`src/rtl/capture_controller_pkg.sv`:
```
// Shared state encoding and sample-buffer geometry for the capture controller.
package capture_controller_pkg;

  typedef enum logic [2:0] {
    ST_IDLE,
    ST_PRETRIG,
    ST_WAIT_TRIG,
    ST_POSTTRIG,
    ST_DONE
  } cap_state_t;

  function automatic int depth_of(input int addr_width);
    return 1 << addr_width;
  endfunction

endpackage

```
`src/rtl/capture_controller_trigger_detect.sv`:
```
// Edge-style trigger: a sample fires only when it matches and the previous taken sample did not.
module capture_controller_trigger_detect
  import capture_controller_pkg::*;
#(
  parameter int CHANNEL_COUNT = 10
) (
  input  logic                     clk,
  input  logic                     reset,
  input  logic [CHANNEL_COUNT-1:0] sample,
  input  logic [CHANNEL_COUNT-1:0] mask,
  input  logic [CHANNEL_COUNT-1:0] value,
  input  logic                     update,
  input  logic                     clear,
  output logic                     trigger
);

  logic match;
  logic prev_match;

  assign match = (((sample ^ value) & mask) == '0);
  // An empty mask means "trigger on the first sample evaluated", regardless of history.
  assign trigger = (mask == '0) || (match && !prev_match);

  always_ff @(posedge clk or negedge reset) begin
    if (!reset) begin
      prev_match <= 1'b0;
    end else if (clear) begin
      prev_match <= 1'b0;
    end else if (update) begin
      prev_match <= match;
    end
  end

endmodule

```
`src/rtl/capture_controller.sv`:
```
// Logic-analyser style capture FSM: pre-trigger fill, circular wait, post-trigger fill, done.
module capture_controller
  import capture_controller_pkg::*;
#(
  parameter int CHANNEL_COUNT = 10,
  parameter int ADDR_WIDTH    = 10,
  parameter int PRE_TRIGGER   = 256
) (
  input  logic                     clk,
  input  logic                     reset,
  input  logic                     sample_tick,
  input  logic [CHANNEL_COUNT-1:0] chan_in,
  input  logic [CHANNEL_COUNT-1:0] chan_enable,
  input  logic                     arm,
  input  logic                     abort,
  input  logic [CHANNEL_COUNT-1:0] trig_mask,
  input  logic [CHANNEL_COUNT-1:0] trig_value,
  output logic                     wr_en,
  output logic [ADDR_WIDTH-1:0]    wr_addr,
  output logic [CHANNEL_COUNT-1:0] wr_data,
  output logic [ADDR_WIDTH-1:0]    start_addr,
  output logic                     capture_done,
  output logic                     busy
);

  localparam int DEPTH = depth_of(ADDR_WIDTH);
  localparam int POST_COUNT = DEPTH - PRE_TRIGGER - 1;
  localparam logic [ADDR_WIDTH-1:0] PRE_LAST = ADDR_WIDTH'(PRE_TRIGGER - 1);
  localparam logic [ADDR_WIDTH-1:0] POST_LAST = ADDR_WIDTH'(POST_COUNT);

  cap_state_t              state;
  logic [ADDR_WIDTH-1:0]   ptr;
  logic [ADDR_WIDTH-1:0]   pre_cnt;
  logic [ADDR_WIDTH-1:0]   post_cnt;
  logic [CHANNEL_COUNT-1:0] sample;
  logic                    take;
  logic                    accept_arm;
  logic                    trigger;

  assign sample     = chan_in & chan_enable;
  assign accept_arm = arm && !abort && ((state == ST_IDLE) || (state == ST_DONE));

  // Once the post-trigger quota is met, the remaining POSTTRIG cycle takes no samples.
  always_comb begin
    take = 1'b0;
    case (state)
      ST_PRETRIG:   take = sample_tick && (PRE_TRIGGER != 0);
      ST_WAIT_TRIG: take = sample_tick;
      ST_POSTTRIG:  take = sample_tick && (post_cnt != POST_LAST);
      default:      take = 1'b0;
    endcase
  end

  capture_controller_trigger_detect #(
    .CHANNEL_COUNT(CHANNEL_COUNT)
  ) u_trigger_detect (
    .clk    (clk),
    .reset  (reset),
    .sample (sample),
    .mask   (trig_mask),
    .value  (trig_value),
    .update (take),
    .clear  (accept_arm),
    .trigger(trigger)
  );

  always_ff @(posedge clk or negedge reset) begin
    if (!reset) begin
      state        <= ST_IDLE;
      ptr          <= '0;
      pre_cnt      <= '0;
      post_cnt     <= '0;
      wr_en        <= 1'b0;
      wr_addr      <= '0;
      wr_data      <= '0;
      start_addr   <= '0;
      capture_done <= 1'b0;
      busy         <= 1'b0;
    end else begin
      wr_en <= 1'b0;
      if (abort) begin
        state        <= ST_IDLE;
        busy         <= 1'b0;
        capture_done <= 1'b0;
      end else begin
        if (take) begin
          wr_en   <= 1'b1;
          wr_addr <= ptr;
          wr_data <= sample;
          ptr     <= ptr + 1'b1;
        end
        case (state)
          ST_IDLE, ST_DONE: begin
            if (arm) begin
              state        <= ST_PRETRIG;
              busy         <= 1'b1;
              capture_done <= 1'b0;
              ptr          <= '0;
              pre_cnt      <= '0;
            end
          end
          ST_PRETRIG: begin
            if (PRE_TRIGGER == 0) begin
              state <= ST_WAIT_TRIG;
            end else if (take) begin
              pre_cnt <= pre_cnt + 1'b1;
              if (pre_cnt == PRE_LAST) begin
                state <= ST_WAIT_TRIG;
              end
            end
          end
          ST_WAIT_TRIG: begin
            if (take && trigger) begin
              state    <= ST_POSTTRIG;
              post_cnt <= '0;
            end
          end
          ST_POSTTRIG: begin
            // ptr already points one past the last write, i.e. at the oldest sample kept.
            if (post_cnt == POST_LAST) begin
              state        <= ST_DONE;
              busy         <= 1'b0;
              capture_done <= 1'b1;
              start_addr   <= ptr;
            end else if (take) begin
              post_cnt <= post_cnt + 1'b1;
            end
          end
          default: begin
            state <= ST_IDLE;
            busy  <= 1'b0;
          end
        endcase
      end
    end
  end

endmodule

```
`config.mk`:
```
export PLATFORM = sky130hd
export DESIGN_NAME = capture_controller
export DESIGN_NICKNAME = d
export VERILOG_FILES = /design/src/rtl/capture_controller_pkg.sv /design/src/rtl/capture_controller_trigger_detect.sv /design/src/rtl/capture_controller.sv
export SDC_FILE = /design/constraint.sdc
export NUM_CORES = 1
export LEC_CHECK = 0
export ABC_CLOCK_PERIOD_IN_PS = 4610
export CAP_MARGIN = 5
export CORE_MARGIN = 3
export CORE_UTILIZATION = 54
export DETAILED_ROUTE_END_ITERATION = 7
export PLACE_DENSITY = 0.81
export SYNTH_ARGS = -nofsm -noshare
export SYNTH_HDL_FRONTEND = slang
export SYNTH_SLANG_ARGS = --single-unit
```
`constraint.sdc`:
```
create_clock -name clk -period 4.61 [get_ports clk]
set_input_delay 0.461 -clock clk [delete_from_list [all_inputs] [get_ports clk]]
set_output_delay 0.461 -clock clk [all_outputs]
set_load 0.1 [all_outputs]
```
=== After elaboration in Yosys (flattened, before gate mapping) ===
Cells that the tools add are included.
W data, S select, Z words.

* Add/subtract/negate cells: 3
* Equality and inequality tests: 18
* Multiplexer cells: 30
* Bitwise logic cells: 4
* Reductions and logical operators: 25

{| class="wikitable"
|+ Operators by type and width
! operator !! number
|-
| $mux W10 || 8
|-
| $pmux W10 S2 || 2
|-
| $add A10 B1 Y10 const B || 3
|-
| $and A10 B10 Y10 || 2
|-
| $logic_not A10 Y1 || 2
|-
| $mux W3 || 6
|-
| $ne A3 B3 Y1 const B || 5
|-
| $pmux W3 S4 || 1
|-
| $eq A10 B10 Y1 const B || 1
|-
| $eq A10 B8 Y1 const B || 1
|-
| $mux W1 || 10
|-
| $ne A10 B10 Y1 const B || 1
|-
| $ne A2 B2 Y1 const B || 5
|-
| $reduce_and A5 Y1 || 2
|-
| $xor A10 B10 Y10 || 1
|-
| $reduce_and A3 Y1 || 3
|-
| $eq A3 B2 Y1 const B || 2
|-
| $reduce_bool A2 Y1 || 3
|-
| $logic_and A1 B1 Y1 || 5
|-
| $pmux W1 S2 || 2
|-
| $reduce_and A4 Y1 || 1
|-
| $reduce_or A2 Y1 || 2
|-
| $eq A3 B1 Y1 const B || 1
|-
| $eq A3 B3 Y1 const B || 1
|-
| 8 further kinds || 10
|}

* Flip-flop bits (word level): 67
* Input port bits: 45
* Word-level logic and storage cells: 91

=== Depth between registers and ports, before layout ===
* Depth in word-level cells: 10
* Mapped depth: 9
* Depth with buffers taken out: 8

=== By module ===
A second synthesis with hierarchy kept.

* Cells, all modules: 328
* Area total of the unflattened synthesis: 3482.1 um^2

{| class="wikitable"
|+ Modules (own cells, without submodules)
! module !! instances !! cells each !! area each (um^2)
|-
| capture_controller || 1 || 302 || 3266.9
|-
| capture_controller_trigger_detect || 1 || 26 || 215.2
|}

=== Worst setup path before layout ===
OpenSTA, ideal clock, no wires.

* Path kind: register to register
* Start: register post_cnt[0]
* End: register start_addr[0]
* Arrival time: 1.974 ns
* Slack: 2.510 ns
* Cell stages (with the launch flop): 6
* Path buffers: 0
* Period minus slack after synthesis: 2.100 ns
* Cell sequence: dfrtp_1 > ha_1 > nand3_2 > or4_4 > nor3_4 > mux2_2

* Longest elaborated chain between the ends: 2

{| class="wikitable"
|+ RTL lines
! what !! line !! text
|-
| start: declaration || capture_controller.sv:34 || <nowiki>logic [ADDR_WIDTH-1:0] post_cnt;</nowiki>
|-
| start signal: assignment || capture_controller.sv:126 || <nowiki>post_cnt <= post_cnt + 1'b1;</nowiki>
|-
| $eq A10 B10 Y1 || capture_controller.sv:120 || <nowiki>if (post_cnt == POST_LAST) begin</nowiki>
|-
| $reduce_and A3 Y1 (no source line) || -- ||
|-
| end signal: assignment || capture_controller.sv:124 || <nowiki>start_addr <= ptr;</nowiki>
|-
| end: declaration || capture_controller.sv:21 || <nowiki>output logic [ADDR_WIDTH-1:0] start_addr,</nowiki>
|}

No other way between the ends.
A chain may end at the register's enable or synchronous reset.

=== Worst setup path after layout ===
* Start: register post_cnt[0]
* End: register ptr[8]

* Longest elaborated chain between the ends: 6

{| class="wikitable"
|+ RTL lines
! what !! line !! text
|-
| $ne A10 B10 Y1 * || capture_controller.sv:49 || <nowiki>ST_POSTTRIG: take = sample_tick && (post_cnt != POST_LAST);</nowiki>
|-
| $logic_and A1 B1 Y1 * || capture_controller.sv:49 ||
|-
| $pmux W1 S2 * || capture_controller.sv:46 || <nowiki>case (state)</nowiki>
|-
| $mux W10 * || capture_controller.sv:86 || <nowiki>if (take) begin</nowiki>
|-
| $mux W10 || capture_controller.sv:94 || <nowiki>if (arm) begin</nowiki>
|-
| $mux W10 * || capture_controller.sv:92 || <nowiki>case (state)</nowiki>
|-
| end signal: assignment || capture_controller.sv:90 || <nowiki>ptr <= ptr + 1'b1;</nowiki>
|-
| end: declaration || capture_controller.sv:32 || <nowiki>logic [ADDR_WIDTH-1:0] ptr;</nowiki>
|}

Mark *: on every way between the ends. The rest lies on a longest branch, timed or not.

==> results list <==
* Synthesized area per cell: 9.81 µm²
* Final Core Density: 75.6%
- Dpl cells: 479
- Hold is met by 0.281 ns.
* Cell count after synthesis: 340
- Buffers added to address setup during post-CTS repair amount to 0.
- Number of buffers inserted during clock tree synthesis: 9
- Initial standard-cell utilization of the core: 58.1%
- Sequential area share after synthesis: 50.3%
* First element of the critical path: post_cnt[0]
* Area growth from synthesis to layout: 30.3%
* Flip-flop and latch count after synthesis: 67
- CP endpoint kind: flip-flop
- Core Area: 5740 µm²
* Pin count of the biggest net entering global routing: 68
* Post-layout total power: 1.64 mW
- CTS Buffer Depth: 2
- The tightest min-delay check is of the in2async type.
- Number of I/O port buffers: 77
* Total detailed-routing wirelength: 7840 µm
* Cell leakage power: 1.93 nW
* Crit path max fanout: 29
- For the worst setup path, the data arrival time is 3.77 ns.
- The total count of hold-check failures in the final report was 0.
* Antenna violations before repair: 0
- CTS hold repair buffers: 0
* Clock transition at path regs: 0.07 ns
* Ys async rst share: 100%
- The H-tree was split into 3 levels.
* Global route total overflow: 0
* Post-route cell area: 4340 µm²
- Non-filler cells, final: 495
- CTS saw 67 sinks.
- Summing every instance area after synthesis gives 3330 µm².
- Setup-failing EPs final: 0
* Dpl ws: 1.12 ns
- Most used flip-flop cell after synthesis: dfrtp_1
- Category of the worst setup path launch point: flip-flop
- Setup repair after global routing left no endpoint under its margin.
* Post-cts repair resize count: 0
- Among cell families on the critical path, the largest total delay comes from compound AO/OA/AOI/OAI gates.
- At the end of routability-driven placement, the weighted congestion stood at 0.853.
- Cell area reported after detailed placement: 4160 µm²
- Die area: 7150 µm²
* Accumulated negative setup slack: 0 ns
- Vias: 2832
- The first TritonRoute pass finished after 4 iterations.
- Final net count: 466
* Max-Cap Viols: 0
* Slack of the critical path: 1.06 ns
* Number of flops mapped to enable cells by yosys: 0
- The worst-case IR drop observed on VDD is 288 µV.
- In the final routed layout, each cell accounts on average for 15.8 µm.
- Walking the worst path, the cells encountered are ha_1, nand3_2, nor4_4, a311o_1, inv_1, nand3_1, xor2_1, nor2_1.
* Synth warn: 0
- Headroom to the max-slew limit came out at 26.7%.
- The layout has 427 filler cells.
- The number of global-route vias before repair is 2774.
- The HPWL after detailed placement is 5720 µm.
- Longest individual stage delay on the worst path: 0.98 ns
- Dividing the detail-routed via count by the number of cells gives 5.72.
- Clock latency on the worst-skew pair, taken at its later pin, is 0.34 ns.
- At the pin with the least slew margin, the transition time is 1.10 ns.
- Max-slew violations: 0
* Number of antenna repair diodes: 0
- In the finished design, the share of the clock period the worst path needs comes to 76.9%.
- Together, buffers and inverters on the worst path number 1.
* Worst Setup Path Type: reg2reg
- Worst reg2reg startpoint: post_cnt[0]
- Clock tree synthesis selected as its root buffer the cell clkbuf_8.
- 78 I/O pins were placed.
- Derived from the worst setup path, the maximum achievable clock frequency is 282 MHz.
- Critical Path Slowest Stage Cell: a311o_1
* Chip height: 84.6 µm
- Site row count: 27
- Proportion of layout cells with a drive suffix above 1: 9.69%
- Result of the run: finished clean
- For this run, design rule violations remaining after detail routing come to 0.
- Fin crit period: 3.55 ns
- The first global-routing pass estimated 13300 µm of wire.
- Dividing total power by cell area gives a power density of 378 nW/µm².
* Count of unique library cells instantiated by Yosys: 49
* Iteration-0 DRC Markers: 163
- CTS tree: done
* Total global routing track utilization: 23.1%
- Data required time at the worst endpoint: 4.83 ns
* Net count after synthesis: 388
- The count of nets left with antenna violations once routing finished came out at 0.
- Width of the chip: 84.6 µm
- For the final database, setup skew stands at 0.00666 ns.
==> worst paths after layout <==
check,depth (start not counted),endpoint,slack [ns]
worst max register to register,8,ptr[8],1.06
worst min-delay path,2,post_cnt[5],0.28
max in group asynchronous,2,ptr[8],3.76
worst min register to register,2,wr_data[6],0.48
min in group clk,2,wr_data[6],0.48
worst max-delay path,8,ptr[8],1.06
==> power breakdown <==
group | switching [mW] | internal [mW]
registers | 0.0601 | 0.641
clock network | 0.214 | 0.248
logic | 0.335 | 0.143
==> Yosys cell counts, types with 2 or more instances <==
| master | n | area, µm² |
|---|---|---|
| mux2i_1 | 4 | 40.0 |
| dfrtp_1 | 67 | 1680 |
| a2111oi_0 | 3 | 26.3 |
| xnor2_1 | 6 | 52.6 |
| nor2b_1 | 4 | 25.0 |
| nor3_1 | 3 | 15.0 |
| buf_2 | 5 | 25.0 |
| a311o_1 | 2 | 20.0 |
| xor2_1 | 12 | 105 |
| and4_1 | 2 | 17.5 |
| clkbuf_1 | 8 | 30.0 |
| a22o_1 | 7 | 61.3 |
| mux2_2 | 15 | 169 |
| o2bb2ai_1 | 2 | 17.5 |
| inv_1 | 9 | 33.8 |
| nand4_1 | 10 | 62.6 |
| nor4_1 | 3 | 18.8 |
| nand3_1 | 11 | 55.1 |
| or3_1 | 3 | 18.8 |
| ha_1 | 3 | 37.5 |
| and2_1 | 6 | 37.5 |
| nor2_1 | 22 | 82.6 |
| nor3b_1 | 3 | 22.5 |
| nand2b_1 | 7 | 43.8 |
| o21ai_0 | 23 | 115 |
| a21oi_1 | 10 | 50.1 |
| nand4b_1 | 3 | 26.3 |
| nand2_1 | 66 | 248 |
==> cell families (layout without fill, tap and decap cells) <==
logic type / Yosys count / count (layout) / share of synthesized area, %
AO/OA/AOI/OAI: 59 / 59 / 11.7
XOR/XNOR: 18 / 18 / 4.73
adder cells (fa/ha/maj): 3 / 3 / 1.13
buffers and inverters: 22 / 105 / 2.66
flip-flops: 67 / 67 / 50.3
multiplexers: 19 / 19 / 6.27
AND/OR/NAND/NOR: 152 / 152 / 23.2
==> sequential cells by signal (all words and copies together) (netlist names) <==
register                     count
capture_done                     1
pre_cnt                         10
state                            3
ptr                             10
wr_addr                         10
post_cnt                        10
u_trigger_detect.prev_match      1
wr_data                         10
start_addr                      10
busy                             1
wr_en                            1
==> layout make-up <==
| class | count | area, µm² | share of cell area (%) |
|---|---|---|---|
| sequential | 67 | 1680 | 38.6 |
| multi-input combinational | 251 | 1570 | 36.1 |
| timing repair buffer | 80 | 788 | 18.1 |
| clock buffer | 11 | 131 | 3.02 |
| tap | 72 | 90.1 | 2.07 |
| clock inverter | 5 | 53.8 | 1.24 |
| inverter | 9 | 33.8 | 0.778 |
==> worst register-to-register path, stage by stage (launching register included) <==
cell and delay, ns:
dfrtp_1 0.42, ha_1 0.24, nand3_2 0.17, nor4_4 0.44, a311o_1 0.98, inv_1 0.66, nand3_1 0.28, xor2_1 0.18
nor2_1 0.06
==> metal layers <==
| layer | share of wire, % | GRT usage (%) | up-vias |
|---|---|---|---|
| met3 | 5.2 | 5.59 | 5 |
| met5 | 0 | 0 | - |
| li1 | - | - | 1362 |
| met4 | 0.84 | 6.33 | 0 |
| met1 | 43 | 30.5 | 1380 |
| met2 | 51 | 38.1 | 85 |
==> cell usage in the layout (no fill, tap or decap), types with 3 or more instances in the layout <==
cell type / synthesis / routed
nor4_1: 3 / 3
buf_4: 0 / 3
inv_1: 9 / 9
xor2_1: 12 / 12
or3_1: 3 / 3
a21oi_1: 10 / 10
clkdlybuf4s50_1: 0 / 76
nor2b_1: 4 / 4
ha_1: 3 / 3
nor3_1: 3 / 3
nand2_1: 66 / 66
nand3_1: 11 / 11
a22o_1: 7 / 7
and2_1: 6 / 6
dfrtp_1: 67 / 67
nand4_1: 10 / 10
nand2b_1: 7 / 7
clkbuf_8: 0 / 9
o21ai_0: 23 / 23
xnor2_1: 6 / 6
mux2_2: 15 / 15
clkinv_2: 0 / 3
nor3b_1: 3 / 3
nor2_1: 22 / 22
mux2i_1: 4 / 4
nand4b_1: 3 / 3
(Power assumes the default switching activity.)
